==> config.mk <==
export PLATFORM = sky130hd
export DESIGN_NAME = arp_tx_engine_flat
export DESIGN_NICKNAME = d
export VERILOG_FILES = /design/src/rtl/arp_tx_engine_if.sv /design/src/rtl/arp_tx_engine.sv /design/src/flat_wrapper.sv
export SDC_FILE = /design/constraint.sdc
export NUM_CORES = 1
export LEC_CHECK = 0
export CELL_PAD_IN_SITES_DETAIL_PLACEMENT = 1
export CELL_PAD_IN_SITES_GLOBAL_PLACEMENT = 1
export CORE_ASPECT_RATIO = 0.6
export CORE_UTILIZATION = 40
export CTS_CLUSTER_SIZE = 25
export DETAILED_ROUTE_END_ITERATION = 6
export HOLD_SLACK_MARGIN = 0.05
export PLACE_DENSITY = 0.87
export SLEW_MARGIN = 20
export SYNTH_ARGS = -nofsm -noshare
export SYNTH_HDL_FRONTEND = slang
export SYNTH_SLANG_ARGS = --single-unit
==> constraint.sdc <==
create_clock -name tx_mac_aclk -period 7.4 [get_ports tx_mac_aclk]
set_input_delay 2.22 -clock tx_mac_aclk [delete_from_list [all_inputs] [get_ports tx_mac_aclk]]
set_output_delay 2.22 -clock tx_mac_aclk [all_outputs]
set_load 0.05 [all_outputs]
==> src/rtl/arp_tx_engine_if.sv <==
`default_nettype none
// +----------------------------------------------------------------------------+
// | arp_tx_engine_if                                                           |
// | Command handshake and AXI-Stream bundle for the ARP frame transmitter.     |
// | Revision: 1.0                                                              |
// +----------------------------------------------------------------------------+
interface arp_tx_engine_if #(
   parameter int DATA_WIDTH = 32
);
   localparam int BYTES = DATA_WIDTH / 8;

   logic                  cmd_valid;
   logic                  cmd_ready;
   logic                  cmd_op;
   logic [47:0]           cmd_mac;
   logic [31:0]           cmd_ip;

   logic [DATA_WIDTH-1:0] tx_axis_arp_tdata;
   logic [BYTES-1:0]      tx_axis_arp_tkeep;
   logic                  tx_axis_arp_tvalid;
   logic                  tx_axis_arp_tlast;
   logic                  tx_axis_arp_tready;

   // The engine side: takes commands, sources the stream.
   modport master (
      input  cmd_valid,
      output cmd_ready,
      input  cmd_op,
      input  cmd_mac,
      input  cmd_ip,
      output tx_axis_arp_tdata,
      output tx_axis_arp_tkeep,
      output tx_axis_arp_tvalid,
      output tx_axis_arp_tlast,
      input  tx_axis_arp_tready
   );

   modport slave (
      output cmd_valid,
      input  cmd_ready,
      output cmd_op,
      output cmd_mac,
      output cmd_ip,
      input  tx_axis_arp_tdata,
      input  tx_axis_arp_tkeep,
      input  tx_axis_arp_tvalid,
      input  tx_axis_arp_tlast,
      output tx_axis_arp_tready
   );
endinterface
`default_nettype wire

==> src/rtl/arp_tx_engine.sv <==
`default_nettype none
// +----------------------------------------------------------------------------+
// | arp_tx_engine                                                              |
// | Builds ARP reply/request frames from a latched command and streams them    |
// | as AXI-Stream. Define ARP_TX_PAD_EN to pad frames to 60 bytes.             |
// | Revision: 1.0                                                              |
// +----------------------------------------------------------------------------+
module arp_tx_engine #(
   parameter logic [47:0] LOCAL_MAC  = 48'h01_02_03_04_05_06,
   parameter logic [31:0] LOCAL_IP   = 32'hC0_A8_01_01,
   parameter int          DATA_WIDTH = 32
) (
   input  logic            tx_mac_aclk,
   input  logic            tx_mac_reset,
   arp_tx_engine_if.master arp,
   output logic            tx_busy,
   output logic [15:0]     tx_frame_cnt
);

   localparam int BYTES   = DATA_WIDTH / 8;
   localparam int ARP_LEN = 42;
`ifdef ARP_TX_PAD_EN
   localparam int FRAME_LEN = 60;
`else
   localparam int FRAME_LEN = ARP_LEN;
`endif
   localparam int BEATS    = (FRAME_LEN + BYTES - 1) / BYTES;
   localparam int BUF_BITS = BEATS * DATA_WIDTH;
   localparam int BEAT_W   = $clog2(BEATS);
   localparam logic [BEAT_W-1:0] LAST_BEAT = BEAT_W'(BEATS - 1);

   if (!(DATA_WIDTH == 8 || DATA_WIDTH == 16 || DATA_WIDTH == 32 || DATA_WIDTH == 64))
   begin : g_bad_width
      $error("arp_tx_engine: DATA_WIDTH must be 8, 16, 32 or 64");
   end

   typedef enum logic [0:0] {
      ST_IDLE = 1'b0,
      ST_SEND = 1'b1
   } state_t;

   // Whole frame as a flat vector, byte 0 in the MSBs, zero-filled to a beat multiple.
   function automatic logic [BUF_BITS-1:0] frame_image(
      input logic        op,
      input logic [47:0] mac,
      input logic [31:0] ip
   );
      logic [ARP_LEN*8-1:0] arp_bytes;
      logic [BUF_BITS-1:0]  img;
      arp_bytes = {op ? 48'hFFFF_FFFF_FFFF : mac,
                   LOCAL_MAC,
                   16'h0806,
                   16'h0001,
                   16'h0800,
                   16'h0604,
                   op ? 16'h0001 : 16'h0002,
                   LOCAL_MAC,
                   LOCAL_IP,
                   op ? 48'h0 : mac,
                   ip};
      img = '0;
      img[BUF_BITS-1 -: ARP_LEN*8] = arp_bytes;
      return img;
   endfunction

   function automatic logic [DATA_WIDTH-1:0] beat_data(
      input logic [BUF_BITS-1:0] img,
      input logic [BEAT_W-1:0]   idx
   );
      logic [BUF_BITS-1:0] sh;
      sh = img << (int'(idx) * DATA_WIDTH);
      return sh[BUF_BITS-1 -: DATA_WIDTH];
   endfunction

   // Lane j carries byte idx*BYTES + (BYTES-1-j); lanes past the frame end are dropped.
   function automatic logic [BYTES-1:0] beat_keep(input logic [BEAT_W-1:0] idx);
      logic [BYTES-1:0] k;
      for (int j = 0; j < BYTES; j++) begin
         k[j] = (int'(idx) * BYTES + (BYTES - 1 - j)) < FRAME_LEN;
      end
      return k;
   endfunction

   state_t                state;
   state_t                state_next;
   logic [BEAT_W-1:0]     beat;
   logic [BEAT_W-1:0]     beat_next;
   logic [BEAT_W-1:0]     beat_inc;
   logic                  lat_op;
   logic                  lat_op_next;
   logic [47:0]           lat_mac;
   logic [47:0]           lat_mac_next;
   logic [31:0]           lat_ip;
   logic [31:0]           lat_ip_next;
   logic                  ready;
   logic                  ready_next;
   logic [DATA_WIDTH-1:0] out_data;
   logic [DATA_WIDTH-1:0] out_data_next;
   logic [BYTES-1:0]      out_keep;
   logic [BYTES-1:0]      out_keep_next;
   logic                  out_valid;
   logic                  out_valid_next;
   logic                  out_last;
   logic                  out_last_next;
   logic [15:0]           frame_cnt;
   logic [15:0]           frame_cnt_next;
   logic [BUF_BITS-1:0]   cmd_image;
   logic [BUF_BITS-1:0]   held_image;
   logic                  accept;

   assign cmd_image  = frame_image(arp.cmd_op, arp.cmd_mac, arp.cmd_ip);
   assign held_image = frame_image(lat_op, lat_mac, lat_ip);
   assign beat_inc   = beat + 1'b1;
   assign accept     = arp.cmd_valid && ready;

   always_ff @(posedge tx_mac_aclk) begin
      if (tx_mac_reset) begin
         state     <= ST_IDLE;
         beat      <= '0;
         lat_op    <= 1'b0;
         lat_mac   <= '0;
         lat_ip    <= '0;
         ready     <= 1'b0;
         out_data  <= '0;
         out_keep  <= '0;
         out_valid <= 1'b0;
         out_last  <= 1'b0;
         frame_cnt <= '0;
      end else begin
         state     <= state_next;
         beat      <= beat_next;
         lat_op    <= lat_op_next;
         lat_mac   <= lat_mac_next;
         lat_ip    <= lat_ip_next;
         ready     <= ready_next;
         out_data  <= out_data_next;
         out_keep  <= out_keep_next;
         out_valid <= out_valid_next;
         out_last  <= out_last_next;
         frame_cnt <= frame_cnt_next;
      end
   end

   always_comb begin
      state_next     = state;
      beat_next      = beat;
      lat_op_next    = lat_op;
      lat_mac_next   = lat_mac;
      lat_ip_next    = lat_ip;
      out_data_next  = out_data;
      out_keep_next  = out_keep;
      out_valid_next = out_valid;
      out_last_next  = out_last;
      frame_cnt_next = frame_cnt;

      case (state)
         ST_IDLE: begin
            if (accept) begin
               // Beat 0 comes straight from the command so it is valid the next cycle.
               lat_op_next    = arp.cmd_op;
               lat_mac_next   = arp.cmd_mac;
               lat_ip_next    = arp.cmd_ip;
               beat_next      = '0;
               out_data_next  = beat_data(cmd_image, '0);
               out_keep_next  = beat_keep('0);
               out_valid_next = 1'b1;
               out_last_next  = 1'b0;
               state_next     = ST_SEND;
            end
         end
         ST_SEND: begin
            if (arp.tx_axis_arp_tready) begin
               if (beat == LAST_BEAT) begin
                  out_data_next  = '0;
                  out_keep_next  = '0;
                  out_valid_next = 1'b0;
                  out_last_next  = 1'b0;
                  frame_cnt_next = frame_cnt + 16'd1;
                  state_next     = ST_IDLE;
               end else begin
                  beat_next     = beat_inc;
                  out_data_next = beat_data(held_image, beat_inc);
                  out_keep_next = beat_keep(beat_inc);
                  out_last_next = (beat_inc == LAST_BEAT);
               end
            end
         end
         default: begin
            state_next = ST_IDLE;
         end
      endcase

      ready_next = (state_next == ST_IDLE);
   end

   assign arp.cmd_ready          = ready;
   assign arp.tx_axis_arp_tdata  = out_data;
   assign arp.tx_axis_arp_tkeep  = out_keep;
   assign arp.tx_axis_arp_tvalid = out_valid;
   assign arp.tx_axis_arp_tlast  = out_last;
   assign tx_busy                = (state == ST_SEND);
   assign tx_frame_cnt           = frame_cnt;

endmodule
`default_nettype wire

==> src/flat_wrapper.sv <==
// flat-port wrapper written by rule: the top's interface ports become plain ports
module arp_tx_engine_flat 
#(
   parameter logic [47:0] LOCAL_MAC  = 48'h01_02_03_04_05_06,
   parameter logic [31:0] LOCAL_IP   = 32'hC0_A8_01_01,
   parameter int          DATA_WIDTH = 32
)
  (tx_mac_aclk, tx_mac_reset, tx_busy, tx_frame_cnt, arp_cmd_valid, arp_cmd_ready, arp_cmd_op, arp_cmd_mac, arp_cmd_ip, arp_tx_axis_arp_tdata, arp_tx_axis_arp_tkeep, arp_tx_axis_arp_tvalid, arp_tx_axis_arp_tlast, arp_tx_axis_arp_tready);
  arp_tx_engine_if #(.DATA_WIDTH(DATA_WIDTH)) arp_i ();
  input  logic tx_mac_aclk;
  input  logic tx_mac_reset;
  output logic tx_busy;
  output logic [15:0] tx_frame_cnt;
  input wire logic [$bits(arp_i.cmd_valid)-1:0] arp_cmd_valid;
  output wire logic [$bits(arp_i.cmd_ready)-1:0] arp_cmd_ready;
  input wire logic [$bits(arp_i.cmd_op)-1:0] arp_cmd_op;
  input wire logic [$bits(arp_i.cmd_mac)-1:0] arp_cmd_mac;
  input wire logic [$bits(arp_i.cmd_ip)-1:0] arp_cmd_ip;
  output wire logic [$bits(arp_i.tx_axis_arp_tdata)-1:0] arp_tx_axis_arp_tdata;
  output wire logic [$bits(arp_i.tx_axis_arp_tkeep)-1:0] arp_tx_axis_arp_tkeep;
  output wire logic [$bits(arp_i.tx_axis_arp_tvalid)-1:0] arp_tx_axis_arp_tvalid;
  output wire logic [$bits(arp_i.tx_axis_arp_tlast)-1:0] arp_tx_axis_arp_tlast;
  input wire logic [$bits(arp_i.tx_axis_arp_tready)-1:0] arp_tx_axis_arp_tready;
  assign arp_i.cmd_valid = arp_cmd_valid;
  assign arp_cmd_ready = arp_i.cmd_ready;
  assign arp_i.cmd_op = arp_cmd_op;
  assign arp_i.cmd_mac = arp_cmd_mac;
  assign arp_i.cmd_ip = arp_cmd_ip;
  assign arp_tx_axis_arp_tdata = arp_i.tx_axis_arp_tdata;
  assign arp_tx_axis_arp_tkeep = arp_i.tx_axis_arp_tkeep;
  assign arp_tx_axis_arp_tvalid = arp_i.tx_axis_arp_tvalid;
  assign arp_tx_axis_arp_tlast = arp_i.tx_axis_arp_tlast;
  assign arp_i.tx_axis_arp_tready = arp_tx_axis_arp_tready;
  arp_tx_engine #(.LOCAL_MAC(LOCAL_MAC), .LOCAL_IP(LOCAL_IP), .DATA_WIDTH(DATA_WIDTH)) u_core (.tx_mac_aclk(tx_mac_aclk), .tx_mac_reset(tx_mac_reset), .arp(arp_i), .tx_busy(tx_busy), .tx_frame_cnt(tx_frame_cnt));
endmodule
Word level (Yosys, flattened, before mapping)
Index checks and enable logic that the tools add are counted.
Widths: inputs -> output; s select.
{"block": "word_totals", "reg_bits": 141, "input_bits": 85, "output_inout_bits": 56, "word_cells": 63}
{"block": "classes", "add_sub_neg": 5, "order_cmp": 4, "n_eq_ne": 6, "shift": 1, "n_mux": 28, "n_bitwise": 2, "reduce_logical": 6}
{"operator": "$shl 352x9->352", "count": 1}
{"operator": "$mux 48", "count": 3}
{"operator": "$lt 32x7->1 const B", "count": 3}
{"operator": "$mux 32", "count": 3}
{"operator": "$pmux 32 s2", "count": 1}
{"operator": "$mux 4", "count": 6}
{"operator": "$add 16x1->16 const B", "count": 1}
{"operator": "$pmux 4 s2", "count": 2}
{"operator": "$add 6x2->7 const B", "count": 2}
{"operator": "$mux 1", "count": 9}
{"operator": "$reduce_and 3->1", "count": 3}
{"operator": "$eq 4x4->1 const B", "count": 2}
{"operator": "$add 6x1->7 const B", "count": 1}
{"operator": "$lt 6x6->1 const B", "count": 1}
{"operator": "$ne 2x2->1 const B", "count": 3}
{"operator": "$pmux 1 s2", "count": 3}
{"operator": "$add 4x1->4 const B", "count": 1}
{"operator": "$reduce_and 2->1", "count": 2}
{"operator": "$mux 2", "count": 1}
{"operator": "$ne 2x1->1 const B", "count": 1}
{"operator": "$not 1->1", "count": 2}
{"operator": "$logic_and 1x1->1", "count": 1}

Logic depth before layout (Yosys ltp)
Gate-level depths: netlist of the first run.
{"block": "logic_depth", "depth_word": 6, "depth_mapped": 11, "ltp_nobuf": 7}

Worst setup path after synthesis of the first run
Ideal clock, no wire load.
{"block": "synth_timing", "kind": "input-to-reg", "start": "input arp_cmd_valid", "end": "register u_core.out_data[10], in the netlist u_core.arp.tx_axis_arp_tdata[10]", "t_arrival_ns": 3.276, "path_slack_ns": 3.998, "path_stages": 6, "n_path_buf": 1, "cell_sequence": "nand3b_1 -> or2_2 -> clkbuf_1 -> o21ai_0 -> a41o_1 -> a21oi_1"}
{"block": "synth_between", "elab_chain_cells": 3}
{"item": "start, declared", "line_no": "flat_wrapper.sv:14", "rtl": "input wire logic [$bits(arp_i.cmd_valid)-1:0] arp_cmd_valid;"}
{"item": "$logic_and 1x1->1", "line_no": "arp_tx_engine.sv:114", "rtl": "assign accept = arp.cmd_valid && ready;"}
{"item": "$ne 2x1->1 (no line)"}
{"item": "$reduce_and 2->1 (no line)"}
{"item": "end signal, assigned", "line_no": "arp_tx_engine.sv:136", "rtl": "out_data <= out_data_next;"}
{"item": "end, declared", "line_no": "arp_tx_engine.sv:97", "rtl": "logic [DATA_WIDTH-1:0] out_data;"}
Every way passes these cells.
A chain may end at the register's enable or synchronous reset.

Worst setup path in the final report of the first run
{"block": "layout_timing", "start": "register u_core.state, in the netlist u_core.tx_busy", "end": "output tx_busy"}
{"item": "start, declared", "line_no": "arp_tx_engine.sv:84", "rtl": "state_t state;"}
{"item": "start signal, assigned", "line_no": "arp_tx_engine.sv:130", "rtl": "state <= state_next;"}
{"item": "end, declared", "line_no": "flat_wrapper.sv:12", "rtl": "output logic tx_busy;"}
No word-level cell between the ends.

==> results of run 1 <==
layout make-up:
type                       count  area share, %
clock inverter                13           1.61
tap                          228           3.22
multi-input combinational    666           41.6
clock buffer                  19           4.88
inverter                       9          0.381
sequential                   140           31.6
timing repair buffer         151           16.7
power groups by stage:
stage / Sequential [mW] / Clock (mW) / Combinational, mW
finish: 0.833 / 0.856 / 0.357
global route: 0.836 / 0.899 / 0.381
CTS: 0.831 / 0.864 / 0.355
floorplan: 0.905 / 0 / 0.147
detailed placement: 0.847 / 0 / 0.350
global placement: 0.846 / 0 / 0.342
sequential cells by signal, indices dropped and copies added (netlist names), 3 cells and up:
| name | flops |
|---|---|
| u_core.beat | 4 |
| u_core.lat_ip | 32 |
| u_core.arp.tx_axis_arp_tkeep | 3 |
| u_core.tx_frame_cnt | 16 |
| u_core.lat_mac | 48 |
| u_core.arp.tx_axis_arp_tdata | 32 |
cell usage in the layout, fill, tap and decap left out, drive strengths merged, types with 6 or more instances in the layout:
cell             n
o211ai          14
clkdlybuf4s50  139
ha               6
xnor2            8
nor3            25
clkbuf          19
o21ai           70
dfxtp          140
a21oi          117
mux2            13
nor2            72
buf             12
a211oi          27
nand3           19
a22oi           13
nand2          183
inv             12
a211o            7
a31oi            7
or3              6
logic make-up (layout without fill, tap and decap cells):
family                   after synthesis  after routing  share of synthesized area, %
AO/OA/AOI/OAI                        295            295                          26.3
flip-flops                           140            140                          41.0
XOR/XNOR                              13             13                          2.16
adder cells (fa/ha/maj)                7              7                          1.25
buffers and inverters                 82            192                          5.15
multiplexers                          16             16                          2.58
AND/OR/NAND/NOR                      335            335                          21.5
routing by layer:
layer	up-vias	GRT usage (%)	wire, um
met1	3467	41.3	12000
met5	-	0	0
met2	278	43.4	10700
met4	0	6.51	203
li1	3334	-	-
met3	20	7.31	2010
per-stage QoR:
step                util, %  total power, mW  area, um^2  setup slack (ns)
floorplan                 -             1.05        6830              4.00
global placement       50.4             1.19        8290              2.86
detailed placement     50.4             1.20        8290              2.77
CTS                    53.9             2.05        8860              3.07
global route           53.9             2.12        8860              2.99
finish                 53.9             2.05        8860              3.05
final timing paths:
path / cells after the start / slack (ns) / endpoint
worst max-delay path: 1 / 3.05 / tx_busy
worst min-delay path: 2 / 0.46 / u_core.lat_mac[7]$_SDFFE_PP0P_
worst max register to register: 9 / 3.28 / u_core.arp.tx_axis_arp_tdata[9]$_SDFFE_PP0P_
worst min register to register: 2 / 0.46 / u_core.lat_mac[7]$_SDFFE_PP0P_
==> impl_metrics.py, run 1 <==
metrics = {
    "finish": {
        "num_antenna_cells": 0,
        "multiInputGateArea_um2": 3680,
        "num-nets-final": 1076,
        "final_layout_size_suffix_gt1_share_pct": 7.21,
        "final-seq-area_um2": 2800,
        "syn_to_final_growth_pct": 29.8,
        "final_cells": 1226,
        "n_fill_cell": 1993,
    },
    "placement": {
        "place.detailed.hpwl_mm": 16.6,
        "place.gp.congestion": 0.870,
        "io_buffers": 140,
        "placedCellCount": 1194,
    },
    "global_routing": {
        "wire_length_of_the_first_global_routing_pass_mm": 38.5,
        "grt_antenna_before_repair": 0,
        "grt_ovf": 0,
        "largest_net_degree_at_the_start_of_global_routing": 90,
        "groute.usage.overall_pct": 28.8,
        "grt_pass1_vias": 6930,
    },
    "synth": {
        "synth.ff_latch_count": 140,
        "postSynth.asyncResetShare_pct": 0,
        "synth_area_leaders": "sky130_fd_sc_hd__dfxtp_1 41%, sky130_fd_sc_hd__nand2_1 10%, sky130_fd_sc_hd__a21oi_1 8.6%",
        "synthDominantAreaCellType": "sky130_fd_sc_hd__dfxtp_1",
        "post_synth_most_frequent_cells": "182 x sky130_fd_sc_hd__nand2_1, 140 x sky130_fd_sc_hd__dfxtp_1, 117 x sky130_fd_sc_hd__a21oi_1",
        "mappedNetlistArea_um2": 6830,
        "synthCells": 888,
        "yosysWarningCount": 0,
        "synth.yosys.seq_area_share_pct": 41.0,
        "yosysMostFrequentCell": "sky130_fd_sc_hd__nand2_1",
        "postSynthNetCount": 979,
        "synth_cell_types": 63,
        "synth_ff_type": "sky130_fd_sc_hd__dfxtp_1",
        "yosys.area.top_type_share_pct": 41.0,
        "post_synth.cell_area_avg_um2": 7.69,
        "synth_edf_count": 0,
    },
    "run_status": {
        "status": "complete, no violations",
    },
    "clocking": {
        "clock_insertion_delay_worst_skew_ns": 0.43,
        "htree_levels": 4,
        "ctsResizeCount": 0,
        "cts_buffers": 17,
        "cts_setup_buffers": 0,
        "cts.root.buffer_cell": "sky130_fd_sc_hd__clkbuf_16",
        "cts_hold_buffers": 0,
        "worst_setup_hold_path_clk_slew_ns": 0.07,
        "cts_tree": "done",
        "cts.sink_count": 140,
        "max-clock-path-buffers": 2,
    },
    "setup_path": {
        "crit_path_end_kind": "primary output",
        "worst_path_max_delay_cell": "sky130_fd_sc_hd__clkdlybuf4s50_1",
        "reg2reg_from": "u_core.beat[0]$_SDFFE_PP0P_",
        "critPathLaunch": "u_core.tx_busy$_SDFF_PP0_",
        "cp_slowest_stage_delay_ns": 0.95,
        "cp_max_fo": 15,
        "worstPathRequired_ns": 5.18,
        "worst-path-buf-inv": 1,
        "critical_setup_path_kind": "reg2out",
        "start_kind": "flip-flop",
        "worstPathCellList": "clkdlybuf4s50_1",
        "crit_path_leading_delay_family": "buffers and inverters",
        "timing.critical_path.arrival_ns": 2.13,
    },
    "die": {
        "pin_count": 141,
        "dieArea_um2": 17600,
        "die_h_um": 103,
        "effective_utilization_at_floorplan_pct": 41.5,
        "rows": 36,
        "floorplan.die.width_um": 171,
        "coreArea_um2": 16400,
    },
    "timing": {
        "rsz0062_at_grt": "false",
        "max_freq_mhz": 230,
        "setup_total_negative_slack_ns": 0,
        "slew_violations": 0,
        "final_min_period_over_clock_period_pct": 58.8,
        "final_hold_viol_count": 0,
        "slew_at_the_pin_with_the_worst_max_slew_slack_ns": 1.04,
        "timing.clock.skew_ns": 0.0100,
        "slew_headroom_pct": 30.8,
        "holdWs_ns": 0.455,
        "timing.final.setup_violations": 0,
        "layout_min_cycle_time_ns": 4.35,
    },
    "detailed_routing": {
        "route.detailed.wl_per_inst_um": 20.3,
        "route.detailed.vias_per_inst": 5.79,
        "dr.pass1.iters": 5,
        "drt.antenna.violating_nets": 0,
        "drc_errors": 0,
        "routed-via-count": 7099,
        "detail_route.wirelength_mm": 24.9,
        "drt_iter0_drc": 594,
    },
    "pwr": {
        "power_report.internal_total_mw": 1.43,
        "pwr-share-seq_pct": 40.7,
        "switching_power_mw": 0.616,
        "power.combinational.fraction_pct": 17.5,
        "power.static_leakage_nw": 3.04,
        "netSwitchingFraction_pct": 30.1,
        "worst_ir_drop_vdd_uv": 190,
        "share_clk_of_total_power_pct": 41.8,
        "pwr_density_cell_nw_per_um2": 231,
    },
    "run": {
        "max_cap_viol_count": 0,
    },
    "worst_hold_path": {
        "worstHoldPathType": "reg2reg",
        "hold_path_startpoint": "u_core.lat_mac[7]$_SDFFE_PP0P_",
    },
}
(Power assumes the default switching activity.)
==> inputs of run 2 (changes only) <==
Settings changed: CORE_UTILIZATION 40 to 37, PLACE_DENSITY 0.87 to 0.82.
Clock period 7.4 ns to 4.36 ns, I/O delays scaled along.
==> impl_metrics.py, run 2 (same netlist as run 1, synthesis figures left out) <==
metrics = {
    "run_status": {
        "status": "complete, no violations",
    },
    "placement": {
        "preCtsSetupSlack_ns": 0.921,
        "io_buffers": 140,
        "place.gp.congestion": 0.845,
        "placedCellCount": 1211,
        "place.detailed.hpwl_mm": 16.7,
    },
    "detailed_routing": {
        "detail_route.wirelength_mm": 24.9,
        "routed-via-count": 7108,
        "drt.antenna.violating_nets": 0,
        "route.detailed.vias_per_inst": 5.72,
        "drt_iter0_drc": 620,
        "drc_errors": 0,
        "dr.pass1.iters": 5,
        "route.detailed.wl_per_inst_um": 20.1,
    },
    "clocking": {
        "worst_setup_hold_path_clk_slew_ns": 0.07,
        "cts_buffers": 17,
        "ctsResizeCount": 0,
        "cts_hold_buffers": 0,
        "cts_tree": "done",
        "cts_setup_buffers": 0,
        "cts.sink_count": 140,
        "htree_levels": 4,
        "max-clock-path-buffers": 2,
        "cts.root.buffer_cell": "sky130_fd_sc_hd__clkbuf_16",
        "clock_insertion_delay_worst_skew_ns": 0.42,
    },
    "worst_hold_path": {
        "worstHoldPathType": "reg2reg",
    },
    "timing": {
        "final_hold_viol_count": 0,
        "max_freq_mhz": 285,
        "rsz0062_at_grt": "false",
        "slew_at_the_pin_with_the_worst_max_slew_slack_ns": 1.12,
        "slew_headroom_pct": 25.5,
        "setup_total_negative_slack_ns": 0,
        "layout_min_cycle_time_ns": 3.50,
        "timing.clock.skew_ns": 0.00970,
        "setup_slack_ns": 0.857,
        "slew_violations": 0,
        "final_min_period_over_clock_period_pct": 80.3,
        "timing.final.setup_violations": 0,
        "holdWs_ns": 0.458,
    },
    "global_routing": {
        "grt_pass1_vias": 7039,
        "largest_net_degree_at_the_start_of_global_routing": 82,
        "grt_antenna_before_repair": 0,
        "groute.usage.overall_pct": 26.8,
        "wire_length_of_the_first_global_routing_pass_mm": 39.2,
        "grt_ovf": 0,
    },
    "pwr": {
        "pwr_density_cell_nw_per_um2": 385,
        "power.combinational.fraction_pct": 17.8,
        "netSwitchingFraction_pct": 29.8,
        "power_report.internal_total_mw": 2.41,
        "power.static_leakage_nw": 3.07,
        "share_clk_of_total_power_pct": 41.0,
        "worst_ir_drop_vdd_uv": 293,
        "switching_power_mw": 1.02,
        "pwr-share-seq_pct": 41.2,
    },
    "die": {
        "rows": 38,
        "floorplan.die.width_um": 177,
        "effective_utilization_at_floorplan_pct": 37.8,
        "coreArea_um2": 18100,
        "pin_count": 141,
        "dieArea_um2": 19000,
        "die_h_um": 107,
    },
    "finish": {
        "syn_to_final_growth_pct": 30.5,
        "num_antenna_cells": 0,
        "final_common_cell": "sky130_fd_sc_hd__nand2_1",
        "final_cell_mix": "182 x sky130_fd_sc_hd__nand2_1, 140 x sky130_fd_sc_hd__dfxtp_1, 139 x sky130_fd_sc_hd__clkdlybuf4s50_1, 117 x sky130_fd_sc_hd__a21oi_1, 70 x sky130_fd_sc_hd__nor2_1",
        "largest-register": "u_core.lat_mac",
        "num-nets-final": 1081,
        "final_layout_size_suffix_gt1_share_pct": 7.68,
        "flip_flop_count_of_the_largest_register_after_layout": 48,
        "final_cells": 1242,
    },
    "setup_path": {
        "cp_max_fo": 42,
        "worstPathRequired_ns": 4.69,
        "crit_path_end_kind": "flip-flop",
        "critical_setup_path_kind": "reg2reg",
        "start_kind": "flip-flop",
        "timing.critical_path.arrival_ns": 3.84,
    },
    "run": {
        "max_cap_viol_count": 0,
    },
}
## run 2: cell type report
type                       count  area [um^2]
clock buffer                  20          467
clock inverter                11         95.1
fill                        2177         9160
inverter                       9         33.8
multi-input combinational    666         3680
sequential                   140         2800
tap                          240          300
timing repair buffer         156         1530
## run 2: routing by layer
layer	vias up	global-route usage [%]	part of all wire, %
met3	23	5.53	9.1
li1	3328	-	-
met1	3448	40.2	48
met4	0	6.72	0.98
met5	-	0	0
met2	309	38.2	42
## run 2: power by group through the flow
stage	sequential [mW]	clock, mW	combinational, mW
2_1_floorplan	1.54	0	0.249
3_3_place_gp	1.44	0	0.590
3_5_place_dp	1.44	0	0.602
4_1_cts	1.41	1.42	0.608
5_1_grt	1.42	1.47	0.654
6_report	1.41	1.41	0.610
## run 2: critical path: stages, from the launching register on
cell	delay, ns
sky130_fd_sc_hd__dfxtp_1	0.36
sky130_fd_sc_hd__buf_4	0.45
sky130_fd_sc_hd__ha_1	0.69
sky130_fd_sc_hd__xor2_2	0.28
sky130_fd_sc_hd__buf_4	0.27
sky130_fd_sc_hd__nor3_2	0.54
sky130_fd_sc_hd__a221oi_1	0.21
sky130_fd_sc_hd__a311o_1	0.38
sky130_fd_sc_hd__a211oi_1	0.22
## run 2: per-stage QoR
step / power [mW] / area, um^2 / utilization (%)
2_1_floorplan: 1.78 / 6830 / -
3_3_place_gp: 2.03 / 8350 / 46.2
3_5_place_dp: 2.04 / 8350 / 46.2
4_1_cts: 3.44 / 8910 / 49.3
5_1_grt: 3.55 / 8910 / 49.3
6_report: 3.43 / 8910 / 49.3
## run 2: worst paths after layout
path	start	to	slack, ns	cells past startpoint
worst min register to register	u_core.lat_ip[13]$_SDFFE_PP0P_	u_core.lat_ip[13]$_SDFFE_PP0P_	0.46	2
worst max register to register	u_core.beat[0]$_SDFFE_PP0P_	u_core.arp.tx_axis_arp_tdata[9]$_SDFFE_PP0P_	0.86	8
worst max-delay path	u_core.beat[0]$_SDFFE_PP0P_	u_core.arp.tx_axis_arp_tdata[9]$_SDFFE_PP0P_	0.86	8
worst min-delay path	u_core.lat_ip[13]$_SDFFE_PP0P_	u_core.lat_ip[13]$_SDFFE_PP0P_	0.46	2
